### config.mk
export PLATFORM = sky130hd
export DESIGN_NAME = adc16_rx
export DESIGN_NICKNAME = d
export VERILOG_FILES = /design/src/rtl/adc16_pkg.sv /design/src/rtl/adc16_sck_gen.sv /design/src/rtl/adc16_rx.sv
export SDC_FILE = /design/constraint.sdc
export NUM_CORES = 1
export LEC_CHECK = 0
export CORE_MARGIN = 2
export CORE_UTILIZATION = 63
export CTS_CLUSTER_DIAMETER = 30
export DETAILED_ROUTE_END_ITERATION = 8
export PLACE_DENSITY = 0.89
export SLEW_MARGIN = 15
export SYNTH_ARGS = -nofsm -noshare
export SYNTH_HDL_FRONTEND = slang
export SYNTH_SLANG_ARGS = --single-unit
### constraint.sdc
create_clock -name clk -period 3.7 [get_ports clk]
set_input_delay 0.555 -clock clk [delete_from_list [all_inputs] [get_ports clk]]
set_output_delay 0.555 -clock clk [all_outputs]
set_load 0.005 [all_outputs]
### src/rtl/adc16_pkg.sv
// rtl/adc16_pkg.sv - shared FSM encoding and widths for the adc16_rx serial ADC receiver
package adc16_pkg;

  localparam int WORD_W = 16;
  localparam int CNT_W  = 16;
  localparam int EDGE_W = 5;
  localparam int ACC_W  = WORD_W + 2;

  typedef enum logic [2:0] {
    ST_IDLE  = 3'd0,
    ST_CONV  = 3'd1,
    ST_SETUP = 3'd2,
    ST_SHIFT = 3'd3,
    ST_DONE  = 3'd4
  } state_t;

endpackage

### src/rtl/adc16_sck_gen.sv
// rtl/adc16_sck_gen.sv - serial clock generator: half-period divider, rise/fall pulses, rising edge count
module adc16_sck_gen
  import adc16_pkg::*;
#(
  parameter int SCK_DIV = 2
) (
  input  logic              clk,
  input  logic              rst_n,
  input  logic              i_en,
  output logic              o_sck,
  output logic              o_rise,
  output logic              o_fall,
  output logic [EDGE_W-1:0] o_edge_cnt
);

  localparam logic [CNT_W-1:0] DIV_LAST = CNT_W'(SCK_DIV - 1);

  logic [CNT_W-1:0]  r_div;
  logic              r_sck;
  logic [EDGE_W-1:0] r_edge_cnt;
  logic              w_tick;

  // rise/fall flag the cycle whose closing clk edge flips sck
  assign w_tick     = i_en && (r_div == DIV_LAST);
  assign o_rise     = w_tick && !r_sck;
  assign o_fall     = w_tick && r_sck;
  assign o_sck      = r_sck;
  assign o_edge_cnt = r_edge_cnt;

  always_ff @(posedge clk or negedge rst_n) begin
    if (!rst_n) begin
      r_div      <= '0;
      r_sck      <= 1'b0;
      r_edge_cnt <= '0;
    end else if (!i_en) begin
      r_div      <= '0;
      r_sck      <= 1'b0;
      r_edge_cnt <= '0;
    end else begin
      r_div <= w_tick ? '0 : r_div + 1'b1;
      if (w_tick) begin
        r_sck <= !r_sck;
      end
      if (o_rise) begin
        r_edge_cnt <= r_edge_cnt + 1'b1;
      end
    end
  end

endmodule

### src/rtl/adc16_rx.sv
// rtl/adc16_rx.sv - serial ADC receiver: convst, cs/sck framing and 16-bit capture
// Optional ADC16_RX_AVG_EN: report the mean of every four conversions.
module adc16_rx
  import adc16_pkg::*;
#(
  parameter int SCK_DIV   = 2,
  parameter int CONV_CYC  = 8,
  parameter int SETUP_CYC = 4
) (
  input  logic              clk,
  input  logic              rst_n,
  input  logic              key_state,
  input  logic              start,
  input  logic              sdo,
  output logic              convst,
  output logic              cs,
  output logic              sck,
  output logic [WORD_W-1:0] data_out,
  output logic              data_valid,
  output logic              busy
);

  localparam logic [CNT_W-1:0] CONV_LAST  = CNT_W'(CONV_CYC - 1);
  localparam logic [CNT_W-1:0] SETUP_LAST = CNT_W'(SETUP_CYC - 1);

  state_t            r_state;
  state_t            w_state_next;
  logic [CNT_W-1:0]  r_cnt;
  logic [WORD_W-1:0] r_shift;
  logic [WORD_W-1:0] r_data_out;
  logic              r_data_valid;

  logic              w_sck_en;
  logic              w_sck;
  logic              w_sck_rise;
  logic              w_sck_fall;
  logic [EDGE_W-1:0] w_edge_cnt;
  logic              w_last;

  assign w_sck_en = key_state && (r_state == ST_SHIFT);

  adc16_sck_gen #(
    .SCK_DIV (SCK_DIV)
  ) u_sck_gen (
    .clk        (clk),
    .rst_n      (rst_n),
    .i_en       (w_sck_en),
    .o_sck      (w_sck),
    .o_rise     (w_sck_rise),
    .o_fall     (w_sck_fall),
    .o_edge_cnt (w_edge_cnt)
  );

  // SHIFT ends on the falling edge that closes the half-period after the 16th rise
  assign w_last = w_sck_fall && (w_edge_cnt == EDGE_W'(WORD_W));

  always_ff @(posedge clk or negedge rst_n) begin
    if (!rst_n) begin
      r_state <= ST_IDLE;
    end else begin
      r_state <= w_state_next;
    end
  end

  always_comb begin
    w_state_next = r_state;
    if (!key_state) begin
      w_state_next = ST_IDLE;
    end else begin
      case (r_state)
        ST_IDLE:  if (start) w_state_next = ST_CONV;
        ST_CONV:  if (r_cnt == CONV_LAST) w_state_next = ST_SETUP;
        ST_SETUP: if (r_cnt == SETUP_LAST) w_state_next = ST_SHIFT;
        ST_SHIFT: if (w_last) w_state_next = ST_DONE;
        ST_DONE:  w_state_next = ST_IDLE;
        default:  w_state_next = ST_IDLE;
      endcase
    end
  end

  always_comb begin
    convst = (r_state == ST_CONV);
    cs     = !((r_state == ST_SETUP) || (r_state == ST_SHIFT));
    busy   = (r_state != ST_IDLE);
  end

  assign sck        = w_sck;
  assign data_out   = r_data_out;
  assign data_valid = r_data_valid;

  always_ff @(posedge clk or negedge rst_n) begin
    if (!rst_n) begin
      r_cnt <= '0;
    end else if ((w_state_next != r_state) || !((r_state == ST_CONV) || (r_state == ST_SETUP))) begin
      r_cnt <= '0;
    end else begin
      r_cnt <= r_cnt + 1'b1;
    end
  end

`ifdef ADC16_RX_AVG_EN
  logic [ACC_W-1:0] r_acc;
  logic [1:0]       r_avg_cnt;
  logic [ACC_W-1:0] w_acc_sum;

  assign w_acc_sum = r_acc + ACC_W'(r_shift);

  always_ff @(posedge clk or negedge rst_n) begin
    if (!rst_n) begin
      r_shift      <= '0;
      r_data_out   <= '0;
      r_data_valid <= 1'b0;
      r_acc        <= '0;
      r_avg_cnt    <= '0;
    end else if (!key_state) begin
      r_shift      <= '0;
      r_data_out   <= '0;
      r_data_valid <= 1'b0;
      r_acc        <= '0;
      r_avg_cnt    <= '0;
    end else begin
      r_data_valid <= 1'b0;
      if (w_sck_rise) begin
        r_shift <= {r_shift[WORD_W-2:0], sdo};
      end
      if (r_state == ST_DONE) begin
        if (r_avg_cnt == 2'd3) begin
          r_data_out   <= w_acc_sum[ACC_W-1:2];
          r_data_valid <= 1'b1;
          r_acc        <= '0;
          r_avg_cnt    <= '0;
        end else begin
          r_acc     <= w_acc_sum;
          r_avg_cnt <= r_avg_cnt + 1'b1;
        end
      end
    end
  end
`else
  always_ff @(posedge clk or negedge rst_n) begin
    if (!rst_n) begin
      r_shift      <= '0;
      r_data_out   <= '0;
      r_data_valid <= 1'b0;
    end else if (!key_state) begin
      r_shift      <= '0;
      r_data_out   <= '0;
      r_data_valid <= 1'b0;
    end else begin
      r_data_valid <= 1'b0;
      if (w_sck_rise) begin
        r_shift <= {r_shift[WORD_W-2:0], sdo};
      end
      if (r_state == ST_DONE) begin
        r_data_out   <= r_shift;
        r_data_valid <= 1'b1;
      end
    end
  end
`endif

endmodule

==> results of run 1 <==
==> registers in the layout (all words and copies together) (netlist names) <==
register and count:
data_out 16, r_cnt 16, r_shift 16, u_sck_gen.r_div 16
u_sck_gen.o_edge_cnt 5, r_state 3, data_valid 1, u_sck_gen.o_sck 1
==> per-layer routing <==
metal,GRT usage,routed length [µm],vias up
met3,0.0398,231,15
met2,0.416,3540,67
met5,0,0,-
met1,0.322,3110,1322
li1,-,-,1274
met4,0.117,150,0
==> path summary, 6_finish.rpt <==
kind                                         start            endpoint  slack, ns  cells after the start
worst max register to register  u_sck_gen.r_div[1]  u_sck_gen.r_div[4]       1.29                      6
min in group clk                          r_cnt[0]            r_cnt[0]       0.45                      1
worst min-delay path                         rst_n        data_out[15]       0.35                      1
worst min register to register            r_cnt[0]            r_cnt[0]       0.45                      1
max in group asynchronous                    rst_n           r_cnt[11]       2.54                      2
worst max-delay path            u_sck_gen.r_div[1]  u_sck_gen.r_div[4]       1.29                      6
==> final cells by class <==
type | instances | area (µm²) | share of cell area
flip-flops and latches | 74 | 1850 | 0.454
clock inverters | 5 | 103 | 0.0252
clock buffers | 10 | 138 | 0.0338
inverters | 9 | 33.8 | 0.00829
well taps | 72 | 90.1 | 0.0221
multi-input cells | 230 | 1570 | 0.385
repair buffers | 31 | 290 | 0.0712
==> per-stage QoR <==
stage               power, mW  worst slack [ns]  cell area (µm²)  hold WS, ns  instances
global route             1.66              1.00             4080        0.435        431
global placement        0.879              1.02             3830        0.437        416
floorplan               0.851              1.88             3580        0.259        337
detailed placement      0.880             0.935             3830        0.442        416
finish                   1.61              1.29             4080        0.351        431
CTS                      1.63              1.27             4080        0.370        431
==> logic make-up (layout without fill, tap and decap cells) <==
logic type                 count (synthesis)  in the layout  synth area share
AOI/OAI and AO/OA                         85             85             0.160
xor gates and xnor gates                  25             25            0.0612
adders and majority gates                  5              5            0.0175
buffers and inverters                     33             55            0.0434
DFF                                       74             74             0.518
muxes                                      1              1           0.00280
and+or+nand+nor                          114            114             0.197
==> placed cells by master (no fill, tap or decap), types with 5 or more instances in the layout <==
| cell type | instances |
|---|---|
| o31ai_1 | 6 |
| xor2_1 | 15 |
| nor2_1 | 22 |
| or4_1 | 5 |
| clkbuf_8 | 10 |
| a21boi_0 | 15 |
| nand3_1 | 10 |
| inv_1 | 9 |
| ha_1 | 5 |
| clkdlybuf4s50_1 | 24 |
| xnor2_1 | 10 |
| nor4_1 | 5 |
| dfrtp_1 | 74 |
| nand2_1 | 13 |
| a21oi_1 | 20 |
| nand4b_1 | 17 |
| a22o_1 | 16 |
| nor3_1 | 5 |
| buf_4 | 6 |
| o21ai_0 | 18 |
| nand4_1 | 11 |
==> power groups by stage <==
| stage | Combinational [mW] | Sequential (mW) | Clock (mW) |
|---|---|---|---|
| finish | 0.0484 | 0.814 | 0.749 |
| global route | 0.0561 | 0.814 | 0.793 |
| CTS | 0.0497 | 0.814 | 0.763 |
| detailed placement | 0.0496 | 0.830 | 0 |
| global placement | 0.0486 | 0.830 | 0 |
| floorplan | 0.0232 | 0.828 | 0 |
==> worst max-delay path: stages (launching register included) <==
cell and delay (ns):
dfrtp_1 0.39, inv_1 0.06, ha_1 0.14, nor4b_2 0.25
and4_1 0.71, nand2b_1 0.58, nor2_1 0.12
==> results.toml, run 1 <==
[pwr]
power_frac_comb = 0.030
power_density_nw_per_um2 = 396
p_switching_mw = 0.322
peakVddDrop_v = 0.000259
clkPwrFrac = 0.465
sw_frac_of_total = 0.200
cellInternalPower_mw = 1.29
p_leak_nw = 1.64
seqPwrFrac = 0.505

[finish]
nNetsFinal = 365
drive_above_1_share = 0.0891
antenna_cells = 0
utilization = 0.740
syn_to_final_growth_pct = 14.0
nFillCells = 362

[sta]
fmax_ghz = 0.415
post-route-period-util = 0.651
clock_skew_ns = 0.00941
setup_tns_ns = 0
worstMarginPinSlew_ns = 0.935
drv_slew = 0
setup_viol = 0
slew_headroom = 0.376
rsz0062_at_grt = "no"
final_hold_viol_count = 0
min_period_ns = 2.41

[cts]
cts_made_buffers = 9
ctsHoldBuffers = 0
clk_path_buf_depth = 2
clkTransAtPathRegs_ns = 0.08
ctsRootBufferMaster = "clkbuf_8"
cts_setup_buffers = 0
cts_sinks = 74
cts_max_level = 3
ctsResizeCount = 0
cts_tree = "done"
insertion_delay_ns = 0.34

[synthesis]
syn-cell-area_um2 = 3580
synth_top_cell_area_share = 0.518
yosys_warnings = 0
synth-edff-count = 0
ys_seq_area_frac = 0.518
async_flop_share = 1.00
synthTopCellsByCount = "dfrtp_1 (74), nor2_1 (22), a21oi_1 (20)"
syn_inst = 337
synth_cell_type_count = 41
yosysMostFrequentCell = "dfrtp_1"
synth_area_leader_cell = "dfrtp_1"
synthTopCellsByArea = "dfrtp_1 (52%), nand4b_1 (4.2%), a22o_1 (3.9%), xor2_1 (3.7%), a21boi_0 (3.1%)"
synth-seq-cells = 74
syn-num-nets = 347
synth_flop_cell = "dfrtp_1"
syn_avg_cell_area_um2 = 10.6

[place]
place.gp.congestion = 0.829
port_buffers = 25
hpwl_um = 4540

[die]
coreArea_um2 = 5510
chipWidth_um = 79.3
die_h_um = 79.3
rows = 27
initial_core_util = 0.649
die_area_um2 = 6290
pin_count = 26

[drt]
post_drt_wl_per_cell_um = 16.3
drt-pass1-iter-count = 5
dr_total_vias = 2678
viasPerCell = 6.21
postRouteWirelength_um = 7030
drt-initial-drc-count = 216
ant_nets = 0
drc = 0

[global_routing]
antenna_found_initial = 0
grt_pass1_vias = 2609
overflow = 0
grt_max_degree = 45
grtUsageTotal = 0.250
grt_first_pass_wirelength_um = 12100

[flow_run]
cap_violations = 0

[setup_path]
critPathLaunchType = "register"
required_ns = 3.90
crit_type = "reg -> reg"
path_max_fanout = 20
arrival_ns = 2.61
end_kind = "register"

[worst_hold_path]
hp-class = "in -> async"

[status]
status = "finished, final reports clean"
Power figures use the tool's default switching activity.
==> inputs of run 2 (changes only) <==
--- a/config.mk
+++ b/config.mk
@@ -6,10 +6,10 @@
 export NUM_CORES = 1
 export LEC_CHECK = 0
 export CORE_MARGIN = 2
-export CORE_UTILIZATION = 63
+export CORE_UTILIZATION = 53
 export CTS_CLUSTER_DIAMETER = 30
 export DETAILED_ROUTE_END_ITERATION = 8
-export PLACE_DENSITY = 0.89
+export PLACE_DENSITY = 0.8
 export SLEW_MARGIN = 15
 export SYNTH_ARGS = -nofsm -noshare
 export SYNTH_HDL_FRONTEND = slang
==> constraint.sdc (replaced) <==
create_clock -name clk -period 2 [get_ports clk]
set_input_delay 0.3 -clock clk [delete_from_list [all_inputs] [get_ports clk]]
set_output_delay 0.3 -clock clk [all_outputs]
set_load 0.005 [all_outputs]
==> results.toml, run 2 (synthesis gave the netlist of run 1 again) <==
[place]
place_area_um2 = 3940
port_buffers = 25
place.gp.congestion = 0.858
hpwl_um = 4650

[drt]
maxUsedRoutingLayer = "met4"
met1_length_um = 3210
viasPerCell = 6.07
dr_total_vias = 2725
ant_nets = 0
drc = 0
dr_wl_met2_um = 3520
postRouteWirelength_um = 7080
post_drt_wl_per_cell_um = 15.8
drt-pass1-iter-count = 4
drt-initial-drc-count = 206
met3_length_um = 181

[global_routing]
grt_pass1_vias = 2640
overflow = 0
antenna_found_initial = 0
grt_first_pass_wirelength_um = 12200
grt_max_degree = 75
grtUsageTotal = 0.207

[sta]
slew_headroom = 0.745
fmax_ghz = 0.526
drv_slew = 0
whs_ns = 0.461
post-route-period-util = 0.950
min_period_ns = 1.90
final_hold_viol_count = 0
setup_tns_ns = 0
clock_skew_ns = 0.00799
rsz0062_at_grt = "no"
worstMarginPinSlew_ns = 0.382
setup_viol = 0

[finish]
final_common_cell = "dfrtp_1"
syn_to_final_growth_pct = 16.1
nNetsFinal = 378
drive_above_1_share = 0.121
final_cell_mix = "dfrtp_1 (74), clkdlybuf4s50_1 (24), nor2_1 (22)"
nFillCells = 501
fin_area_um2 = 4150
antenna_cells = 0

[pwr]
finalPower_mw = 2.74
p_leak_nw = 1.69
peakVddDrop_v = 0.000371
power_density_nw_per_um2 = 661

[cts]
cts_sinks = 74
insertion_delay_ns = 0.35
cts_tree = "done"
clk_path_buf_depth = 2
cts_made_buffers = 9
ctsRootBufferMaster = "clkbuf_8"
cts_max_level = 3
clkTransAtPathRegs_ns = 0.07

[die]
chipWidth_um = 86.1
coreArea_um2 = 6420
die_area_um2 = 7420
pin_count = 26
die_h_um = 86.1
rows = 29
initial_core_util = 0.557

[setup_path]
r2r_setup_slack_ns = 0.11
required_ns = 1.70
path_max_fanout = 7
end_kind = "output port"
crit_type = "reg -> out"
arrival_ns = 1.60
critPathLaunchType = "register"

[status]
status = "finished, final reports clean"

[worst_hold_path]
hp-class = "reg -> reg"

[flow_run]
cap_violations = 0
run 2: cell count changes in the layout (fill, tap and decap cells not counted):
cell	previous run	this run
and4_1	4	3
and4_2	0	1
buf_12	0	1
buf_4	6	16
buf_6	0	1
bufinv_16	3	1
clkinv_2	1	2
clkinvlp_4	1	2
dlygate4sd3_1	0	1
run 2: report_power, final:
part	total, mW	switching (mW)	leakage, nW	internal [mW]
sequential	1.51	0.00672	1.03	1.50
combinational	0.0948	0.0583	0.559	0.0365
clock	1.14	0.545	0.0941	0.598
run 2: path summary, 6_finish.rpt:
kind / start / depth (start not counted) / to
max in group asynchronous: rst_n / 3 / r_cnt[12]
min in group asynchronous: rst_n / 3 / r_shift[6]
worst max-delay path: r_state[1] / 3 / convst
worst max register to register: u_sck_gen.r_div[1] / 7 / r_shift[11]
worst min-delay path: r_cnt[0] / 1 / r_cnt[0]
worst min register to register: r_cnt[0] / 1 / r_cnt[0]
run 2: per-layer routing:
layer	vias up	global-route usage
met4	0	0.107
met3	15	0.0327
met2	39	0.331
li1	1293	-
met5	-	0
met1	1378	0.273
run 2: final cells by class:
cell class | count | area [µm²] | share of cell area
timing repair buffer | 44 | 407 | 0.0980
clock buffer | 10 | 138 | 0.0332
clock inverter | 5 | 55.1 | 0.0133
multi-input combinational | 230 | 1570 | 0.378
inverter | 9 | 33.8 | 0.00814
tap | 77 | 96.3 | 0.0232
sequential | 74 | 1850 | 0.446
run 2: what timing repair did:
action / in CTS / in global routing
endpoints found under the setup margin: 0 / 5
resized for setup: 0 / 2
buffers inserted: 0 / 1
hold buffers: 1 / 0
hold endpoints to repair: 74 / 0
run 2: critical path, cell delays in order, from the launching register on:
cell and delay, ns:
dfrtp_1 0.45, nand2b_1 0.19, nor2_1 0.10, clkdlybuf4s50_1 0.52
run 2: stage by stage:
stage	util	cells	setup slack (ns)
3_3_place_gp	0.613	432	0.242
2_1_floorplan	-	337	0.183
4_1_cts	0.644	448	0.0748
3_5_place_dp	0.613	432	0.113
5_1_grt	0.646	449	0.0111
6_report	0.646	449	0.100
